--- src/rtl/pll_param_readback_if.sv ---
// Read-parameter port of the PLL reconfiguration controller.
// master: the readback engine (issues requests, selects counter/parameter).
// slave : the reconfiguration controller (returns busy and read data).
interface pll_param_readback_if;
  logic       rcfg_read_param;
  logic [3:0] rcfg_counter_type;
  logic [2:0] rcfg_counter_param;
  logic       rcfg_busy;
  logic [8:0] rcfg_data_out;

  modport master (
    output rcfg_read_param,
    output rcfg_counter_type,
    output rcfg_counter_param,
    input  rcfg_busy,
    input  rcfg_data_out
  );

  modport slave (
    input  rcfg_read_param,
    input  rcfg_counter_type,
    input  rcfg_counter_param,
    output rcfg_busy,
    output rcfg_data_out
  );
endinterface

--- src/rtl/pll_param_readback.sv ---
// PLL parameter readback: on trigger, reads M/N high, low and bypass
// settings through the reconfig controller read port, rebuilds the
// effective multiply/divide factors and reports them with a done pulse.
// Optional feature macro: PLL_READBACK_CMP_EN (compare against exp_data).
module pll_param_readback #(
  parameter int         TIMEOUT_CYCLES = 1024,
  parameter logic [3:0] CNT_TYPE_N     = 4'b0000,
  parameter logic [3:0] CNT_TYPE_M     = 4'b0001
) (
  input  logic                    clock,
  input  logic                    reset_n,
  input  logic                    trigger,
  input  logic [15:0]             exp_data,
  pll_param_readback_if.master    rcfg,
  output logic                    busy,
  output logic                    done,
  output logic [9:0]              mult_factor,
  output logic [9:0]              div_factor,
  output logic                    timeout_err,
  output logic                    match
);

  localparam int TW = $clog2(TIMEOUT_CYCLES + 1);

  typedef enum logic [2:0] {
    S_IDLE, S_ISSUE, S_WAIT_RISE, S_WAIT_FALL, S_CAPTURE, S_EVAL, S_ERR
  } state_t;

  state_t        state, state_nxt;
  logic [TW-1:0] timer;
  logic [2:0]    idx;
  logic [7:0]    m_hi, m_lo, n_hi, n_lo;
  logic          m_byp, n_byp;
  logic          accept;
  logic          rd_active;

  // A programmed count of 0 means 256 divider steps.
  function automatic logic [9:0] cnt_ext(input logic [7:0] c);
    return (c == 8'h00) ? 10'd256 : {2'b00, c};
  endfunction

  function automatic logic [9:0] factor(input logic [7:0] hi, input logic [7:0] lo,
                                        input logic byp);
    return byp ? 10'd1 : (cnt_ext(hi) + cnt_ext(lo));
  endfunction

  assign accept = (state == S_IDLE) && (state_nxt == S_ISSUE);

  // State register.
  always_ff @(posedge clock or negedge reset_n) begin
    if (!reset_n) state <= S_IDLE;
    else          state <= state_nxt;
  end

  // Next-state logic; busy is checked before the timeout so a late edge still wins.
  always_comb begin
    state_nxt = state;
    case (state)
      S_IDLE:      if (trigger && !rcfg.rcfg_busy) state_nxt = S_ISSUE;
      S_ISSUE:     state_nxt = S_WAIT_RISE;
      S_WAIT_RISE: if (rcfg.rcfg_busy) state_nxt = S_WAIT_FALL;
                   else if (timer >= TW'(TIMEOUT_CYCLES)) state_nxt = S_ERR;
      S_WAIT_FALL: if (!rcfg.rcfg_busy) state_nxt = S_CAPTURE;
                   else if (timer >= TW'(TIMEOUT_CYCLES)) state_nxt = S_ERR;
      S_CAPTURE:   state_nxt = (idx == 3'd5) ? S_EVAL : S_ISSUE;
      S_EVAL:      state_nxt = S_IDLE;
      S_ERR:       state_nxt = S_IDLE;
      default:     state_nxt = S_IDLE;
    endcase
  end

  // Read port drive: counter/parameter select is held from ISSUE through CAPTURE.
  always_comb begin
    rcfg.rcfg_read_param    = (state == S_ISSUE);
    rcfg.rcfg_counter_type  = 4'b0000;
    rcfg.rcfg_counter_param = 3'b000;
    rd_active = (state == S_ISSUE) || (state == S_WAIT_RISE) ||
                (state == S_WAIT_FALL) || (state == S_CAPTURE);
    if (rd_active) begin
      rcfg.rcfg_counter_type = (idx < 3'd3) ? CNT_TYPE_M : CNT_TYPE_N;
      case (idx)
        3'd0, 3'd3: rcfg.rcfg_counter_param = 3'b000;
        3'd1, 3'd4: rcfg.rcfg_counter_param = 3'b001;
        default:    rcfg.rcfg_counter_param = 3'b100;
      endcase
    end
  end

  // Per-state timer, cleared on every state change.
  always_ff @(posedge clock or negedge reset_n) begin
    if (!reset_n)                timer <= '0;
    else if (state_nxt != state) timer <= '0;
    else if (timer != '1)        timer <= timer + 1'b1;
  end

  // Read index and captured counter settings.
  always_ff @(posedge clock or negedge reset_n) begin
    if (!reset_n) begin
      idx   <= 3'd0;
      m_hi  <= 8'h00;
      m_lo  <= 8'h00;
      m_byp <= 1'b0;
      n_hi  <= 8'h00;
      n_lo  <= 8'h00;
      n_byp <= 1'b0;
    end else if (accept) begin
      idx <= 3'd0;
    end else if (state == S_CAPTURE) begin
      case (idx)
        3'd0:    m_hi  <= rcfg.rcfg_data_out[7:0];
        3'd1:    m_lo  <= rcfg.rcfg_data_out[7:0];
        3'd2:    m_byp <= rcfg.rcfg_data_out[0];
        3'd3:    n_hi  <= rcfg.rcfg_data_out[7:0];
        3'd4:    n_lo  <= rcfg.rcfg_data_out[7:0];
        default: n_byp <= rcfg.rcfg_data_out[0];
      endcase
      idx <= idx + 3'd1;
    end
  end

  // Status and result outputs; factors change only when a sequence completes cleanly.
  always_ff @(posedge clock or negedge reset_n) begin
    if (!reset_n) begin
      busy        <= 1'b0;
      done        <= 1'b0;
      mult_factor <= 10'd0;
      div_factor  <= 10'd0;
      timeout_err <= 1'b0;
    end else begin
      done <= 1'b0;
      if (accept) begin
        busy        <= 1'b1;
        timeout_err <= 1'b0;
      end else if (state == S_EVAL) begin
        busy        <= 1'b0;
        done        <= 1'b1;
        mult_factor <= factor(m_hi, m_lo, m_byp);
        div_factor  <= factor(n_hi, n_lo, n_byp);
      end else if (state == S_ERR) begin
        busy        <= 1'b0;
        done        <= 1'b1;
        timeout_err <= 1'b1;
      end
    end
  end

`ifdef PLL_READBACK_CMP_EN
  logic [15:0] exp_q;

  // Expected word is captured at trigger accept and compared when factors are rebuilt.
  always_ff @(posedge clock or negedge reset_n) begin
    if (!reset_n) begin
      exp_q <= 16'h0000;
      match <= 1'b0;
    end else if (accept) begin
      exp_q <= exp_data;
      match <= 1'b0;
    end else if (state == S_EVAL) begin
      match <= (factor(m_hi, m_lo, m_byp) == {2'b00, exp_q[15:8]}) &&
               (factor(n_hi, n_lo, n_byp) == {2'b00, exp_q[7:0]});
    end else if (state == S_ERR) begin
      match <= 1'b0;
    end
  end
`else
  logic unused_exp;
  assign unused_exp = ^exp_data;
  assign match      = 1'b0;
`endif

endmodule
--- src/flat_wrapper.sv ---
// flat-port wrapper written by rule: the top's interface ports become plain ports
module pll_param_readback_flat 
#(
  parameter int         TIMEOUT_CYCLES = 1024,
  parameter logic [3:0] CNT_TYPE_N     = 4'b0000,
  parameter logic [3:0] CNT_TYPE_M     = 4'b0001
)
  (clock, reset_n, trigger, exp_data, busy, done, mult_factor, div_factor, timeout_err, match, rcfg_rcfg_read_param, rcfg_rcfg_counter_type, rcfg_rcfg_counter_param, rcfg_rcfg_busy, rcfg_rcfg_data_out);
  pll_param_readback_if rcfg_i ();
  input  logic clock;
  input  logic reset_n;
  input  logic trigger;
  input  logic [15:0] exp_data;
  output logic busy;
  output logic done;
  output logic [9:0] mult_factor;
  output logic [9:0] div_factor;
  output logic timeout_err;
  output logic match;
  output wire logic [$bits(rcfg_i.rcfg_read_param)-1:0] rcfg_rcfg_read_param;
  output wire logic [$bits(rcfg_i.rcfg_counter_type)-1:0] rcfg_rcfg_counter_type;
  output wire logic [$bits(rcfg_i.rcfg_counter_param)-1:0] rcfg_rcfg_counter_param;
  input wire logic [$bits(rcfg_i.rcfg_busy)-1:0] rcfg_rcfg_busy;
  input wire logic [$bits(rcfg_i.rcfg_data_out)-1:0] rcfg_rcfg_data_out;
  assign rcfg_rcfg_read_param = rcfg_i.rcfg_read_param;
  assign rcfg_rcfg_counter_type = rcfg_i.rcfg_counter_type;
  assign rcfg_rcfg_counter_param = rcfg_i.rcfg_counter_param;
  assign rcfg_i.rcfg_busy = rcfg_rcfg_busy;
  assign rcfg_i.rcfg_data_out = rcfg_rcfg_data_out;
  pll_param_readback #(.TIMEOUT_CYCLES(TIMEOUT_CYCLES), .CNT_TYPE_N(CNT_TYPE_N), .CNT_TYPE_M(CNT_TYPE_M)) u_core (.clock(clock), .reset_n(reset_n), .trigger(trigger), .exp_data(exp_data), .rcfg(rcfg_i), .busy(busy), .done(done), .mult_factor(mult_factor), .div_factor(div_factor), .timeout_err(timeout_err), .match(match));
endmodule
--- config.mk ---
export PLATFORM = sky130hd
export DESIGN_NAME = pll_param_readback_flat
export DESIGN_NICKNAME = d
export VERILOG_FILES = /design/src/rtl/pll_param_readback_if.sv /design/src/rtl/pll_param_readback.sv /design/src/flat_wrapper.sv
export SDC_FILE = /design/constraint.sdc
export NUM_CORES = 1
export LEC_CHECK = 0
export BUFFER_PORTS_ARGS = -buffer_cell sky130_fd_sc_hd__buf_2
export CAP_MARGIN = 10
export CORE_AREA = 10 10 110 87
export DETAILED_ROUTE_END_ITERATION = 8
export DIE_AREA = 0 0 120 97
export PLACE_DENSITY_LB_ADDON = 0.3
export SYNTH_ARGS = -nofsm -noshare
export SYNTH_HDL_FRONTEND = slang
export SYNTH_SLANG_ARGS = --single-unit
--- constraint.sdc ---
create_clock -name clock -period 2 [get_ports clock]
set_input_delay 0.4 -clock clock [delete_from_list [all_inputs] [get_ports clock]]
set_output_delay 0.4 -clock clock [all_outputs]
set_load 0.02 [all_outputs]
==> metrics.md, run 1 <==
| Metric | Value |
|---|---|
| Final hold viol count | `0` |
| Port Buffer Count | `38` |
| # setup viols final | `1` |
| Number of vias per cell | `5.594` |
| CP max stage cell | `dfrtp_1` |
| Die W | `120 um` |
| Clock buffer count from CTS | `9` |
| Utilization of the core after routing | `64.65%` |
| RSZ-0062 raised after global routing | `true` |
| Slew Limit Fails | `0` |
| Final HPWL DP | `6.054 mm` |
| CTS tree | `built` |
| Mapped Area | `4149 sq um` |
| Setup crit end kind | `register` |
| # Max-Cap Violations | `0` |
| DRT Wirelength | `8.484 mm` |
| Crit path required time | `2.26 ns` |
| Num Clock Sinks | `74` |
| Nets | `491` |
| Number of synthesized register bits | `74` |
| Clock root cell | `clkbuf_8` |
| Lkg Pwr | `2.202 nW` |
| # diodes | `0` |
| Reg2reg setup slack | `-0.005 ns` |
| Critical path's largest stage delay | `0.41 ns` |
| Clk_skew | `0.01023 ns` |
| Post-DR wirelength/cell | `15.65 um` |
| Largest net degree at the start of global routing | `75` |
| Clk_lat worst skew | `0.35 ns` |
| Most common cell in the netlist | `dfrtp_1` |
| Htree depth | `3` |
| Detailed Route Iter0 Violations | `222` |
| Die area | `11,640 sq um` |
| Top FF cell, synth | `dfrtp_1` |
| All-Layer GR Usage | `14.65%` |
| Setup TNS | `-0.005277 ns` |
| First-pass DRT Iterations | `4` |
| Drt drc | `0` |
| Worst vdd ir | `984.8 uV` |
| Arr. time, crit path | `2.26 ns` |
| Clock buffer depth | `2` |
| Placed cell area | `4363 sq um` |
| Outcome | `finished with violations` |
| Min Tclk post-route | `2.005 ns` |
| Worst hold path class | `primary input to async pin` |
| Seq/Total Area, Yosys | `44.63%` |
| Cells along the critical path | `ha_2 -> inv_2 -> fa_2 -> nor2b_4 -> o31a_1 -> o22ai_2 -> xor2_1 -> o31ai_1` |
| Vias in the first global route | `2,951` |
| YS warnings | `0` |
| Final global-route overflow total | `0` |
| Failing checks | `setup timing` |
| Ratio of cells with drive above 1 in the final layout | `30.39%` |
| Antenna viol nets, final | `0` |
| Post-synth EDFFs | `0` |
| Rows | `27` |
| P&R area growth vs syn | `14.23%` |
| CORE AREA | `7331 sq um` |
| Post-synth top area share | `44.63%` |
| Final setup margin | `-0.005277 ns` |
| FFs w/ async S/R, synth | `100.0%` |
| Top Ports | `61` |
| Initial antenna violation count | `0` |
| Synth cell count leaders | `74 x dfrtp_1, 41 x nand2_1, 36 x clkbuf_1, 33 x nor2_1, 27 x mux2_2` |
| Area leader, netlist | `dfrtp_1` |
| Pwr/cell area | `1510 nW/um^2` |
| First-pass GRT wire length | `14.26 mm` |
| Die Height | `97 um` |
| Number of distinct library cells after synthesis | `55` |
| Startpoint types | `register` |
| Design area | `4740 sq um` |
| Gpl congestion | `0.8165` |
| Average size of a mapped cell | `9.950 sq um` |
| Fin crit share | `100.3%` |
| Starting Density | `56.60%` |
| Ranking of synthesized cells by area | `dfrtp_1 45%, mux2_2 7.3%, ha_1 7.2%, nand2_1 3.7%, clkbuf_1 3.3%` |
| Maximum fanout along the worst path | `3` |
| Cells after Synth | `417` |
| Critical path class | `register to register` |
| CP top delay family | `adder cells` |
| Vias | `3,032` |
| Clock-pin slew on the worst setup and hold paths | `0.08 ns` |
| Fmax | `498.7 MHz` |
| Crit path buf inv count | `1` |
[path summary, 6_finish.rpt]
path                                        from               endpoint  cells past startpoint
max in group asynchronous                reset_n          u_core.idx[1]                      2
setup / recovery                  u_core.m_hi[0]  u_core.mult_factor[6]                      8
hold / removal                           reset_n   u_core.div_factor[1]                      2
hold reg to reg            u_core.mult_factor[3]  u_core.mult_factor[3]                      2
setup reg to reg                  u_core.m_hi[0]  u_core.mult_factor[6]                      8
min in group clock         rcfg_rcfg_data_out[1]         u_core.n_lo[1]                      3
[layout by cell type (no fill, tap or decap), types with 3 or more instances in the layout]
master	synthesis	layout
inv_1	11	7
ha_1	24	18
a21oi_2	0	4
nor3_1	11	11
nand2_4	4	4
clkbuf_8	0	9
nand4_1	3	3
o21ai_0	20	20
buf_2	5	36
inv_2	0	4
o41ai_1	5	4
buf_4	6	14
mux2_2	27	27
nand2b_1	4	4
nand2_1	41	41
nand3_1	5	5
o31ai_1	8	8
ha_4	0	4
mux2_1	7	7
xor2_1	6	5
conb_1	1	5
clkinv_2	0	3
nor2_4	1	3
nor2_1	33	31
or4_1	8	6
a21o_1	3	3
o21a_1	4	4
o211ai_1	4	4
dfrtp_1	74	72
xnor2_1	7	7
a21oi_1	18	14
[flip-flops by register name (all words and copies together), names as in the netlist, 3 cells and up]
name	cells
u_core.n_lo	8
u_core.n_hi	8
u_core.div_factor	10
u_core.timer	11
u_core.m_hi	8
u_core.m_lo	8
u_core.idx	3
u_core.state	3
u_core.mult_factor	10
[worst reg2reg max path: stages, from the launching register on]
cell and delay [ns]:
dfrtp_1 0.41, ha_2 0.23, inv_2 0.04, fa_2 0.37, nor2b_4 0.14, o31a_1 0.24, o22ai_2 0.12, xor2_1 0.15
o31ai_1 0.22
[cells by family after synthesis]
kind of cell / count (synthesis) / synth area share [%]
AND/OR/NAND/NOR: 130 / 16.56
AO/OA/AOI/OAI: 79 / 12.24
flip-flops: 74 / 44.63
buffers and inverters: 59 / 6.061
multiplexers: 35 / 9.469
adder cells (fa/ha/maj): 26 / 8.203
XOR/XNOR: 13 / 2.744
other: 1 / 0.09038
[where the power goes]
part | switching, mW | internal [mW]
Combinational | 1.93 | 1.60
Clock | 0.581 | 0.574
Sequential | 0.478 | 2.00
[final cells by class]
class / count / area [sq um]
Timing Repair Buffer: 52 / 325.3
Clock buffer: 9 / 123.9
Clock inverter: 7 / 70.07
Inverter: 11 / 41.29
Sequential cell: 74 / 1854
Fill cell: 599 / 2591
Tap cell: 101 / 126.4
Multi-Input combinational cell: 288 / 2198
[per-layer routing]
metal  global-route usage, %  vias up  routed length, um
met4                   4.688        0                 89
met5                       0        -                  0
met1                   19.18     1492               4008
met2                   22.36       62               4002
li1                        -     1469                  -
met3                   4.809        9                384
[per-stage QoR]
| step | setup WS [ns] | hold WS (ns) | total power, mW | std cells |
|---|---|---|---|---|
| after CTS | -0.03308 | 0.07699 | 6.854 | 538 |
| after floorplan | 0.1449 | 0.1044 | 4.929 | 421 |
| after detailed placement | -0.01369 | 0.4617 | 5.636 | 521 |
| after global routing | -0.1330 | 0.08552 | 7.742 | 542 |
| after global placement | 0.02811 | 0.4545 | 5.543 | 521 |
| final | -0.005277 | 0.05322 | 7.158 | 542 |
[timing repair]
action	CTS	global route
buffers inserted	1	4
hold buffers	0	0
setup endpoints to repair	3	10
resized for setup	4	32
pin swaps	1	10
Note: power is estimated with default switching activity, not from simulation.
==> run 2: changes to the inputs <==
--- a/config.mk
+++ b/config.mk
@@ -5,11 +5,12 @@
 export SDC_FILE = /design/constraint.sdc
 export NUM_CORES = 1
 export LEC_CHECK = 0
+export ABC_AREA = 1
 export BUFFER_PORTS_ARGS = -buffer_cell sky130_fd_sc_hd__buf_2
 export CAP_MARGIN = 10
-export CORE_AREA = 10 10 110 87
+export CORE_AREA = 10 10 111 88
 export DETAILED_ROUTE_END_ITERATION = 8
-export DIE_AREA = 0 0 120 97
+export DIE_AREA = 0 0 121 98
 export PLACE_DENSITY_LB_ADDON = 0.3
 export SYNTH_ARGS = -nofsm -noshare
 export SYNTH_HDL_FRONTEND = slang
==> metrics.md, run 2 <==
| Metric | Value |
|---|---|
| Top reg by flops | `u_core.timer` |
| Top Ports | `61 (unchanged)` |
| Gpl congestion | `0.8569 (+4.9%)` |
| Worst vdd ir | `641.3 uV (-35%)` |
| Largest net degree at the start of global routing | `75 (unchanged)` |
| Die area | `11,860 sq um (+1.9%)` |
| Ranking of synthesized cells by area | `dfrtp_1 43%, nand2_1 11%, ha_1 6.9%, inv_1 5.5%, o21ai_0 4.0%` |
| Slew Limit Fails | `0 (unchanged)` |
| Worst hold path class | `primary input to async pin` |
| Top FF cell, synth | `dfrtp_1` |
| Most frequent cells in the layout | `130 x nand2_1, 71 x dfrtp_1, 62 x inv_1` |
| GR peak layer | `met2` |
| Met1 Use GR | `22.46% (+3.3 points)` |
| Final hold viol count | `0 (unchanged)` |
| Post-synth EDFFs | `0 (unchanged)` |
| Clk pwr share | `18.2% (+2.1 points)` |
| Setup TNS | `0 ns (+0.005277 ns)` |
| DRT Wirelength | `9.444 mm (+11%)` |
| Outcome | `complete, no violations` |
| Final global-route overflow total | `0 (unchanged)` |
| First-pass GRT wire length | `16.10 mm (+13%)` |
| Seq/Total Area, Yosys | `42.69% (-1.9 points)` |
| Num Clock Sinks | `74 (unchanged)` |
| Lkg Pwr | `2.509 nW (+14%)` |
| Clock buffer depth | `2 (unchanged)` |
| Nets | `638 (+30%)` |
| Clock root cell | `clkbuf_8` |
| CORE AREA | `7672 sq um (+4.7%)` |
| Most common cell in the netlist | `nand2_1` |
| Setup crit end kind | `output port` |
| # setup viols final | `0 (-1)` |
| Max reg flops | `11 (unchanged)` |
| Rows | `28 (+3.7%)` |
| Detailed Route Iter0 Violations | `230 (+3.6%)` |
| Fin crit share | `96.78% (-3.5 points)` |
| Antenna viol nets, final | `0 (unchanged)` |
| Largest registers | `u_core.timer x11, u_core.div_factor x10, u_core.mult_factor x10` |
| Clock-pin slew on the worst setup and hold paths | `0.08 ns (about the same)` |
| Fill cells | `651 (+8.7%)` |
| Utilization of the core after routing | `63.39% (-1.3 points)` |
| Number of synthesized register bits | `74 (unchanged)` |
| Startpoint types | `register` |
| Int Pwr | `3.684 mW (-12%)` |
| Met2 GRT Util | `24.39% (+2.0 points)` |
| Most common cell after layout, fill and taps aside | `nand2_1` |
| Switching Share | `42.85% (+1.1 points)` |
| Initial antenna violation count | `0 (unchanged)` |
| # diodes | `0 (unchanged)` |
| Drt drc | `0 (unchanged)` |
| Cells after Synth | `557 (+34%)` |
| Synth cell count leaders | `132 x nand2_1, 74 x dfrtp_1, 64 x inv_1, 38 x nor2_1, 35 x o21ai_0` |
| Htree depth | `3 (unchanged)` |
| Post-DR wirelength/cell | `13.63 um (-13%)` |
| Arr. time, crit path | `1.54 ns (-0.72 ns)` |
| Comb pwr share | `45.5% (-3.7 points)` |
| Starting Density | `56.54% (-0.057 points)` |
| Vias in the first global route | `3,428 (+16%)` |
| CTS tree | `built` |
| Ratio of cells with drive above 1 in the final layout | `19.73% (-11 points)` |
| P&R area growth vs syn | `12.11%` |
| Clk_skew | `0.006857 ns (-0.003372 ns)` |
| Fmax | `516.7 MHz (+3.6%)` |
| Die W | `121 um (+0.83%)` |
| Final HPWL DP | `6.893 mm (+14%)` |
| Clock buffer count from CTS | `9 (unchanged)` |
| All-Layer GR Usage | `16.17% (+1.5 points)` |
| Area leader, netlist | `dfrtp_1` |
| Port Buffer Count | `38 (unchanged)` |
| Vias | `3,556 (+17%)` |
| Hold slack final | `0.05362 ns (+0.0004083 ns)` |
| Clk_lat worst skew | `0.34 ns (about the same)` |
| Pwr/cell area | `1325 nW/um^2 (-12%)` |
| FFs w/ async S/R, synth | `100.0% (unchanged)` |
| Number of vias per cell | `5.131 (-8.3%)` |
| Mapped Area | `4338 sq um (+4.6%)` |
| Post-synth top area share | `42.69% (-1.9 points)` |
| Die Height | `98 um (+1.0%)` |
| YS warnings | `0 (unchanged)` |
| Maximum fanout along the worst path | `5 (+2)` |
| Average size of a mapped cell | `7.788 sq um (-22%)` |
| Min Tclk post-route | `1.936 ns (-0.06975 ns)` |
| Number of distinct library cells after synthesis | `39 (-29%)` |
| Crit path required time | `1.60 ns (-0.66 ns)` |
| Critical path class | `register to output port` |
| # Max-Cap Violations | `0 (unchanged)` |
| Seq pwr share | `36.3% (+1.6 points)` |
| RSZ-0062 raised after global routing | `true` |
| Met3 usage | `4.028% (-0.78 points)` |
| NetSw | `2.762 mW (-7.5%)` |
| First-pass DRT Iterations | `5 (+1)` |
run 2: cell types whose count changed after synthesis, sizes merged, moves of 5 or more:
cell    change
nand2      +91
inv        +59
o21ai      +40
mux2       -34
nand3      +28
nor2       +15
o31ai       -8
or4         -8
xnor2       -6
clkbuf      -5
nor3        -5
o41ai       -5
run 2: routing by layer:
metal | part of all wire [%] | vias to the layer above
met4 | 1.0 | 0
met2 | 44 | 99
met1 | 48 | 1631
met3 | 6.7 | 14
met5 | 0 | -
li1 | - | 1812
run 2: final cells by class:
cell class                 instances  area (sq um)  share of cell area (%)
sequential                        74          1856                   38.15
clock inverter                     2         35.03                  0.7204
tap                              105         131.4                   2.701
clock buffer                      14         162.7                   3.344
multi-input combinational        373          2076                   42.68
timing repair buffer              55         332.8                   6.843
inverter                          70         270.3                   5.557
run 2: cell families after synthesis:
family / count (synthesis) / synth area share (%)
xor+xnor: 7 / 1.413
other cells: 1 / 0.08645
buf+inv: 114 / 10.90
simple gates: 241 / 25.24
fa+ha+maj: 26 / 7.845
flops: 74 / 42.69
compound gates: 94 / 11.83
run 2: worst paths after layout:
kind	from	to	slack [ns]	cells past startpoint
setup / recovery	u_core.state[1]	rcfg_rcfg_counter_type[0]	0.06	6
hold / removal	reset_n	u_core.mult_factor[8]	0.05	2
setup reg to reg	u_core.n_lo[6]	u_core.div_factor[9]	0.14	10
hold reg to reg	u_core.mult_factor[9]	u_core.mult_factor[9]	0.47	2
max in group asynchronous	reset_n	u_core.idx[0]	1.58	2
min in group clock	rcfg_rcfg_data_out[4]	u_core.m_hi[4]	0.28	3
run 2: timing repair:
| item | CTS | global route |
|---|---|---|
| setup endpoints to repair | 2 | 6 |
| hold buffers | 0 | 0 |
| endpoints found under the hold margin | 0 | 0 |
| resized for setup | 3 | 16 |
| buffers inserted | 3 | 11 |
| pin swaps | 1 | 3 |
run 2: worst max-delay path, cell delays in order, from the launching register on:
cell	delay, ns
dfrtp_1	0.41
nor2_4	0.15
nand2_4	0.09
inv_8	0.07
nor2_1	0.05
a211oi_1	0.22
buf_2	0.20
run 2: per-stage QoR:
step / power, mW / area [sq um] / instances / worst slack (ns)
after detailed placement: 5.073 / 4502 / 663 / 0.04745
after CTS: 6.317 / 4727 / 682 / 0.002150
final: 6.446 / 4863 / 693 / 0.06448
after global routing: 7.003 / 4863 / 693 / -0.03360
after global placement: 4.992 / 4502 / 663 / 0.1843
after floorplan: 4.462 / 4353 / 561 / 0.2276
run 2: power groups by stage:
stage	clock, mW	combinational, mW	sequential, mW
final	1.17	2.93	2.34
after global routing	1.26	3.34	2.40
after floorplan	0	2.04	2.42
after global placement	0	2.65	2.34
after detailed placement	0	2.71	2.36
after CTS	1.20	2.80	2.32
